<file path="src/rtl/regfile32_pkg.sv">
// Shared register-file constants for the regfile32 slice.
// Register count, address width, data width and the zero-register index.
package regfile32_pkg;

  localparam int REG_COUNT  = 32;
  localparam int REG_ADDR_W = 5;
  localparam int DATA_W     = 32;
  localparam int REG_ZERO   = 0;

  typedef logic [REG_ADDR_W-1:0] reg_addr_t;
  typedef logic [REG_COUNT-1:0]  reg_sel_t;

endpackage

</file>
<file path="src/rtl/regfile32_decoder32.sv">
// 5-to-32 one-hot write-address decoder.
// Ports: in = register index, out = one-hot select (bit i set for index i).
module regfile32_decoder32
  import regfile32_pkg::*;
(
  input  reg_addr_t in,
  output reg_sel_t  out
);

  always_comb begin
    out = '0;
    out[in] = 1'b1;
  end

endmodule

</file>
<file path="src/rtl/regfile32.sv">
// 32 x WIDTH register file, one write port and two combinational read ports.
// Ports: clk/rst (sync, active-high), wr_en/wr_addr/wr_data write port,
// rd_addr_a/rd_data_a and rd_addr_b/rd_data_b read ports,
// wr_sel one-hot of the last committed write (0 if none).
module regfile32
  import regfile32_pkg::*;
#(
  parameter int WIDTH  = DATA_W,
  parameter bit BYPASS = 1'b1
) (
  input  logic                  clk,
  input  logic                  rst,
  input  logic                  wr_en,
  input  logic [REG_ADDR_W-1:0] wr_addr,
  input  logic [WIDTH-1:0]      wr_data,
  input  logic [REG_ADDR_W-1:0] rd_addr_a,
  output logic [WIDTH-1:0]      rd_data_a,
  input  logic [REG_ADDR_W-1:0] rd_addr_b,
  output logic [WIDTH-1:0]      rd_data_b,
  output logic [REG_COUNT-1:0]  wr_sel
);

  localparam reg_addr_t ZERO_IDX = reg_addr_t'(REG_ZERO);

  reg_sel_t         dec;
  reg_sel_t         we;
  logic [WIDTH-1:0] mem [REG_COUNT];
  logic             byp;

  regfile32_decoder32 u_wdec (
    .in  (wr_addr),
    .out (dec)
  );

  // Gating by wr_en keeps an undriven wr_addr from
  // reaching any register while the strobe is low.
  always_comb begin
    we = dec & {REG_COUNT{wr_en}};
    we[REG_ZERO] = 1'b0;
  end

  always_ff @(posedge clk) begin
    if (rst) begin
      for (int i = 0; i < REG_COUNT; i++) begin
        mem[i] <= '0;
      end
      wr_sel <= '0;
    end else begin
      for (int i = 1; i < REG_COUNT; i++) begin
        if (we[i]) mem[i] <= wr_data;
      end
      wr_sel <= we;
    end
  end

  assign byp = BYPASS && wr_en && !rst;

  always_comb begin
    rd_data_a = '0;
    if (rd_addr_a != ZERO_IDX) begin
      if (byp && rd_addr_a == wr_addr) begin
        rd_data_a = wr_data;
      end else begin
        rd_data_a = mem[rd_addr_a];
      end
    end
  end

  always_comb begin
    rd_data_b = '0;
    if (rd_addr_b != ZERO_IDX) begin
      if (byp && rd_addr_b == wr_addr) begin
        rd_data_b = wr_data;
      end else begin
        rd_data_b = mem[rd_addr_b];
      end
    end
  end

endmodule

</file>
<file path="config.mk">
export PLATFORM = sky130hd
export DESIGN_NAME = regfile32
export DESIGN_NICKNAME = d
export VERILOG_FILES = /design/src/rtl/regfile32_pkg.sv /design/src/rtl/regfile32_decoder32.sv /design/src/rtl/regfile32.sv
export SDC_FILE = /design/constraint.sdc
export NUM_CORES = 2
export LEC_CHECK = 0
export BUFFER_PORTS_ARGS = -buffer_cell sky130_fd_sc_hd__buf_4
export CAP_MARGIN = 20
export CORE_MARGIN = 5
export CORE_UTILIZATION = 55
export DETAILED_ROUTE_END_ITERATION = 16
export HOLD_SLACK_MARGIN = 0.03
export PLACE_DENSITY = 0.72
export REMOVE_ABC_BUFFERS = 1
export SYNTH_ARGS = -nofsm -noshare
export SYNTH_HDL_FRONTEND = slang
export SYNTH_SLANG_ARGS = --single-unit
</file>
<file path="constraint.sdc">
create_clock -name clk -period 7.4 [get_ports clk]
set_clock_uncertainty 0.15 [all_clocks]
set_input_delay 0 -clock clk [delete_from_list [all_inputs] [get_ports clk]]
set_output_delay 0 -clock clk [all_outputs]
set_load 0.05 [all_outputs]
</file>
# Word level (Yosys, flattened, before mapping)

Memories as Yosys holds them, arrays and structs flattened.
Index checks and enable logic that the tools add are counted.
Widths: inputs -> output; s select.

$lt $le $gt $ge: 2
Multiplexer cells: 132
Reduce and logical (&&, ||, !) cells: 7
Bitwise operators: 32
Eq/ne operators: 2

Operators by type and width:

| operator           | number |
|---|---|
| $mux 32            | 35 |
| $mux 1             | 96 |
| $and 32x32->32     | 1 |
| $or 1x1->1         | 31 |
| $eq 5x5->1         | 2 |
| $reduce_bool 5->1  | 2 |
| $lt 5x6->1 const B | 1 |
| $demux 1 s5        | 1 |
| $ge 5x1->1 const B | 1 |
| $logic_and 1x1->1  | 4 |
| $logic_not 1->1    | 1 |

Output and inout port bits: 96
Register bits after elaboration: 32
Bits of input ports: 50
Memories: 1
RAM bits: 1,024
Logic and storage cells: 178

Memories:

| name | words | width | read ports | clocked after memory_dff | write ports | RTL line        | source |
|---|---|---|---|---|---|---|---|
| mem  | 32    | 32    | 2          | 0                        | 32          | regfile32.sv:27 | `logic [WIDTH-1:0] mem [REG_COUNT];` |

# Depth between registers and ports, before layout

Depth in word-level cells: 9
Mapped depth: 9
Gate-level depth less buffers: 5

# Cells and area by module

A second synthesis with hierarchy kept.

Cells, all modules: 3,384
Area total of the unflattened synthesis: 50,827.5 um^2

By module, submodules not included:

| module              | cells an instance | times used | seq. area each (um^2) | area an instance (um^2) |
|---|---|---|---|---|
| regfile32           | 3,337             | 1          | 30,409.2              | 50,613.5 |
| regfile32_decoder32 | 47                | 1          | 0.0                   | 214.0 |

# Least setup slack after synthesis

No wires, ideal clock.

Path type: in2reg
Start point: input wr_addr[0]
End point: memory mem[20][0] (netlist bit) (enable)
Arrival: 2,339 ps
Stages on the path: 4
Library setup time: 428 ps
Required time: 6,822 ps
Path slack: 4,483 ps
Cell sequence: clkbuf_1 > or3b_2 > clkbuf_1 > o21bai_1

RTL lines:

| what            | RTL line        | source |
|---|---|---|
| start, declared | regfile32.sv:14 | `input logic [REG_ADDR_W-1:0] wr_addr,` |
| end, declared   | regfile32.sv:27 |  |

# Worst setup path after layout

Start point: input rd_addr_b[1]
End point: output rd_data_b[17]

Word-level cells in the longest chain between the ends: 4
Elaborated cells between the ends (all ways): 6
Those cells by class: 1 x eq/ne; 2 x mux; 2 x reduce/logical; 1 x memory

RTL lines:

| what                                                  | RTL line        | source |
|---|---|---|
| start, declared                                       | regfile32.sv:18 | `input logic [REG_ADDR_W-1:0] rd_addr_b,` |
| branches (longest 3 deep; another with $mem_v2 32x32) | --              |  |
| $mux 32 *                                             | regfile32.sv:71 | `if (rd_addr_b != ZERO_IDX) begin` |
| end, declared                                         | regfile32.sv:19 | `output logic [WIDTH-1:0] rd_data_b,` |

Mark *: on every way between the ends.

==> results.cfg <==
[layout]
fillCellCount = 6302
area_growth_pct = 12.2
drive_gt1_frac = 0.286
finalNetCount = 3325
instances_no_fill = 4547
fin_area_um2 = 56100

[route]
drt_iter0_markers = 5508
firstDrtPassIters = 6
viasPerCell = 7.42
wl_per_cell_um = 36.4
wirelength_um = 165000
vias = 33800
drc = 0
ant_nets = 0

[job]
maxCapViolCount = 0

[clock_tree]
cts.clk_slew.worst_paths_ps = 60
htreeDepth = 3
post-cts-setup-buffers = 0
ctsResizeCount = 0
ctsLongestPathBuffers = 3
root_buffer = clkbuf_16
cts_buffers = 107
cts_tree = yes
cts_sinks = 1023

[setup_path]
max_stage_delay_ps = 900
worst-path-max-fanout = 83
critPathKind = primary input to primary output
cp_top_family = buffers and inverters
critPathCaptureType = primary output
crit_top_cell = buf_4
cp.required_ps = 7250
cp-start-kind = primary input
cp_cell_sequence = clkbuf_8, buf_4, mux2_2, a221oi_1, nor4_1, a211oi_1, nor3_1, buf_4
arrival_ps = 3670
crit_path_top_delay_cell = a211oi_1
crit_buf_inv = 3

[power_and_ir_drop]
pwr_density_cell_nw_per_um2 = 258
p_int_mw = 10.7
vdd_drop_max_uv = 194
p_sw_frac = 0.258
p_comb_frac = 0.136
p_clk_frac = 0.382
leakage_nw = 18.9
pwr-share-seq = 0.482
switchingPower_mw = 3.73

[sta]
setup_tns_ps = 0
finalMaxSlewViolations = 0
final.period_utilization = 0.516
fin_crit_ps = 3820
whs_ps = 97.4
final-hold-violation-count = 0
max_freq_ghz = 0.262
rsz0062_at_grt = false
slew_headroom = 0.179
setup_ws_ps = 3580
worstMarginPinSlew_ps = 1230
report.final.setup_viol = 0

[yosys]
synth_flop_cell = edfxtp_1
ys_async_sr_fraction = 0
synth-seq-area-share = 0.608
synth_edf_count = 992
ys_ff_latch = 1023
netlist_area_um2 = 50000
yosysWarnings = 0
synth_area_leaders = edfxtp_1 (60%), mux4_2 (20%), nor2_1 (5.0%), clkbuf_1 (1.8%), o22ai_1 (1.3%)
syn-instance-count = 3240
synth.largest_area_cell = edfxtp_1
postSynthAreaPerCell_um2 = 15.4
synth.distinct_cells = 52
synth_top_cell_area_share = 0.596

[floorplan]
start_util = 0.555
core_area_um2 = 90100
die_y_um = 312
placement_rows = 110
io_pins = 146
die_x_um = 312
die_area_um2 = 97000

[outcome]
status = complete, no violations

[placement]
post-place-ws_ps = 3720
dp_hpwl_um = 89300
port_buffers = 144
place_area_um2 = 52000
place.gp.congestion = 0.861
dp.cells = 4296

[worst_hold_path]
hold_class = primary input to flip-flop

[global_routing]
grt_remaining_overflow = 0
grt_usage = 0.336
grt_pass1_vias = 35100
grt_max_degree = 97
grt_pass1_wl_um = 238000
antenna_found_initial = 5
==> flip-flops by register name (all words and copies together), names as in the netlist <==
name and count:
mem 992, wr_sel 31
==> per-stage QoR <==
| stage | utilization | power, mW |
|---|---|---|
| final | 0.622 | 14.4 |
| after global routing | 0.622 | 14.8 |
| after CTS | 0.622 | 14.4 |
| after detailed placement | 0.577 | 8.98 |
| after global placement | 0.577 | 8.90 |
| after floorplan | - | 8.15 |
==> layout by cell type (no fill, tap or decap), drive strengths merged, types with 16 or more instances in the layout <==
master / synthesis / routed
edfxtp: 992 / 992
nor2: 667 / 667
mux4: 447 / 447
buf: 107 / 224
clkbuf: 237 / 125
o22ai: 101 / 101
mux2: 68 / 68
a22oi: 59 / 59
nand2b: 56 / 56
clkinv: 0 / 54
nand2: 52 / 52
nor3: 48 / 48
a221oi: 47 / 47
dlygate4sd3: 0 / 45
inv: 33 / 38
mux2i: 34 / 34
nor4: 34 / 34
a211oi: 31 / 31
dfxtp: 31 / 31
a22o: 29 / 29
o211a: 16 / 16
o221ai: 16 / 16
==> worst paths after layout <==
path	start	end	slack, ps	depth (start not counted)
setup / recovery	rd_addr_b[1]	rd_data_b[17]	3580	8
hold / removal	rst	wr_sel[6]	100	3
==> synthesized netlist by cell type, drive strengths merged, types with 2 or more instances <==
library cell    n
and3b           2
o311a          13
nor2b           9
nand3b          5
mux4          447
a22o           29
and2            3
a22oi          59
nor3b           6
o211a          16
mux2           68
a31oi           3
nand2b         56
nand2          52
o21ai          14
edfxtp        992
dfxtp          31
buf           107
a211oi         31
o22a            2
o211ai          2
inv            33
nand3           4
o221ai         16
a21oi          14
a221oi         47
o22ai         101
or3             2
nor3           48
or2             6
or3b            3
nor2          667
a21o            3
xor2            8
clkbuf        237
a221o          13
mux2i          34
and3            3
nor4           34
o21bai         13
xnor2           2
==> power groups by stage <==
stage / registers (mW) / logic, mW / clock network, mW
6_report: 6.96 / 1.97 / 5.51
5_1_grt: 7.00 / 2.03 / 5.77
4_1_cts: 6.96 / 1.93 / 5.52
3_5_place_dp: 7.07 / 1.91 / 0
3_3_place_gp: 7.02 / 1.88 / 0
2_1_floorplan: 7.00 / 1.15 / 0
==> what timing repair did <==
action,in CTS,in global routing
endpoints found under the hold margin,547,0
setup endpoints to repair,0,0
hold buffers,45,0
==> per-layer routing <==
layer  wire [µm]  GRT usage  vias to the layer above
met5           0          0                        -
met3       27800      0.121                      578
met2       74200      0.508                     3266
met4        8540      0.150                        0
li1            -          -                    13000
met1       54900      0.446                    16900
==> kinds of logic after synthesis <==
group / synth area share
DFF: 0.608
muxes: 0.223
AOI/OAI and AO/OA: 0.0575
other: 0.0000750
buffers and inverters: 0.0330
xor gates and xnor gates: 0.00175
and+or+nand+nor: 0.0761
==> layout make-up <==
class,instances,area [µm²],area share
Inverter,33,124,0.00221
Antenna cell,4,10.0,0.000178
Tap cell,1176,1470,0.0262
Multi-Input combinational cell,1840,18300,0.326
Clock inverter,77,812,0.0145
Timing Repair Buffer,270,2240,0.0399
Sequential cell,1023,30400,0.542
Clock buffer,124,2760,0.0492
No activity file was read; power rests on OpenSTA's default activity.
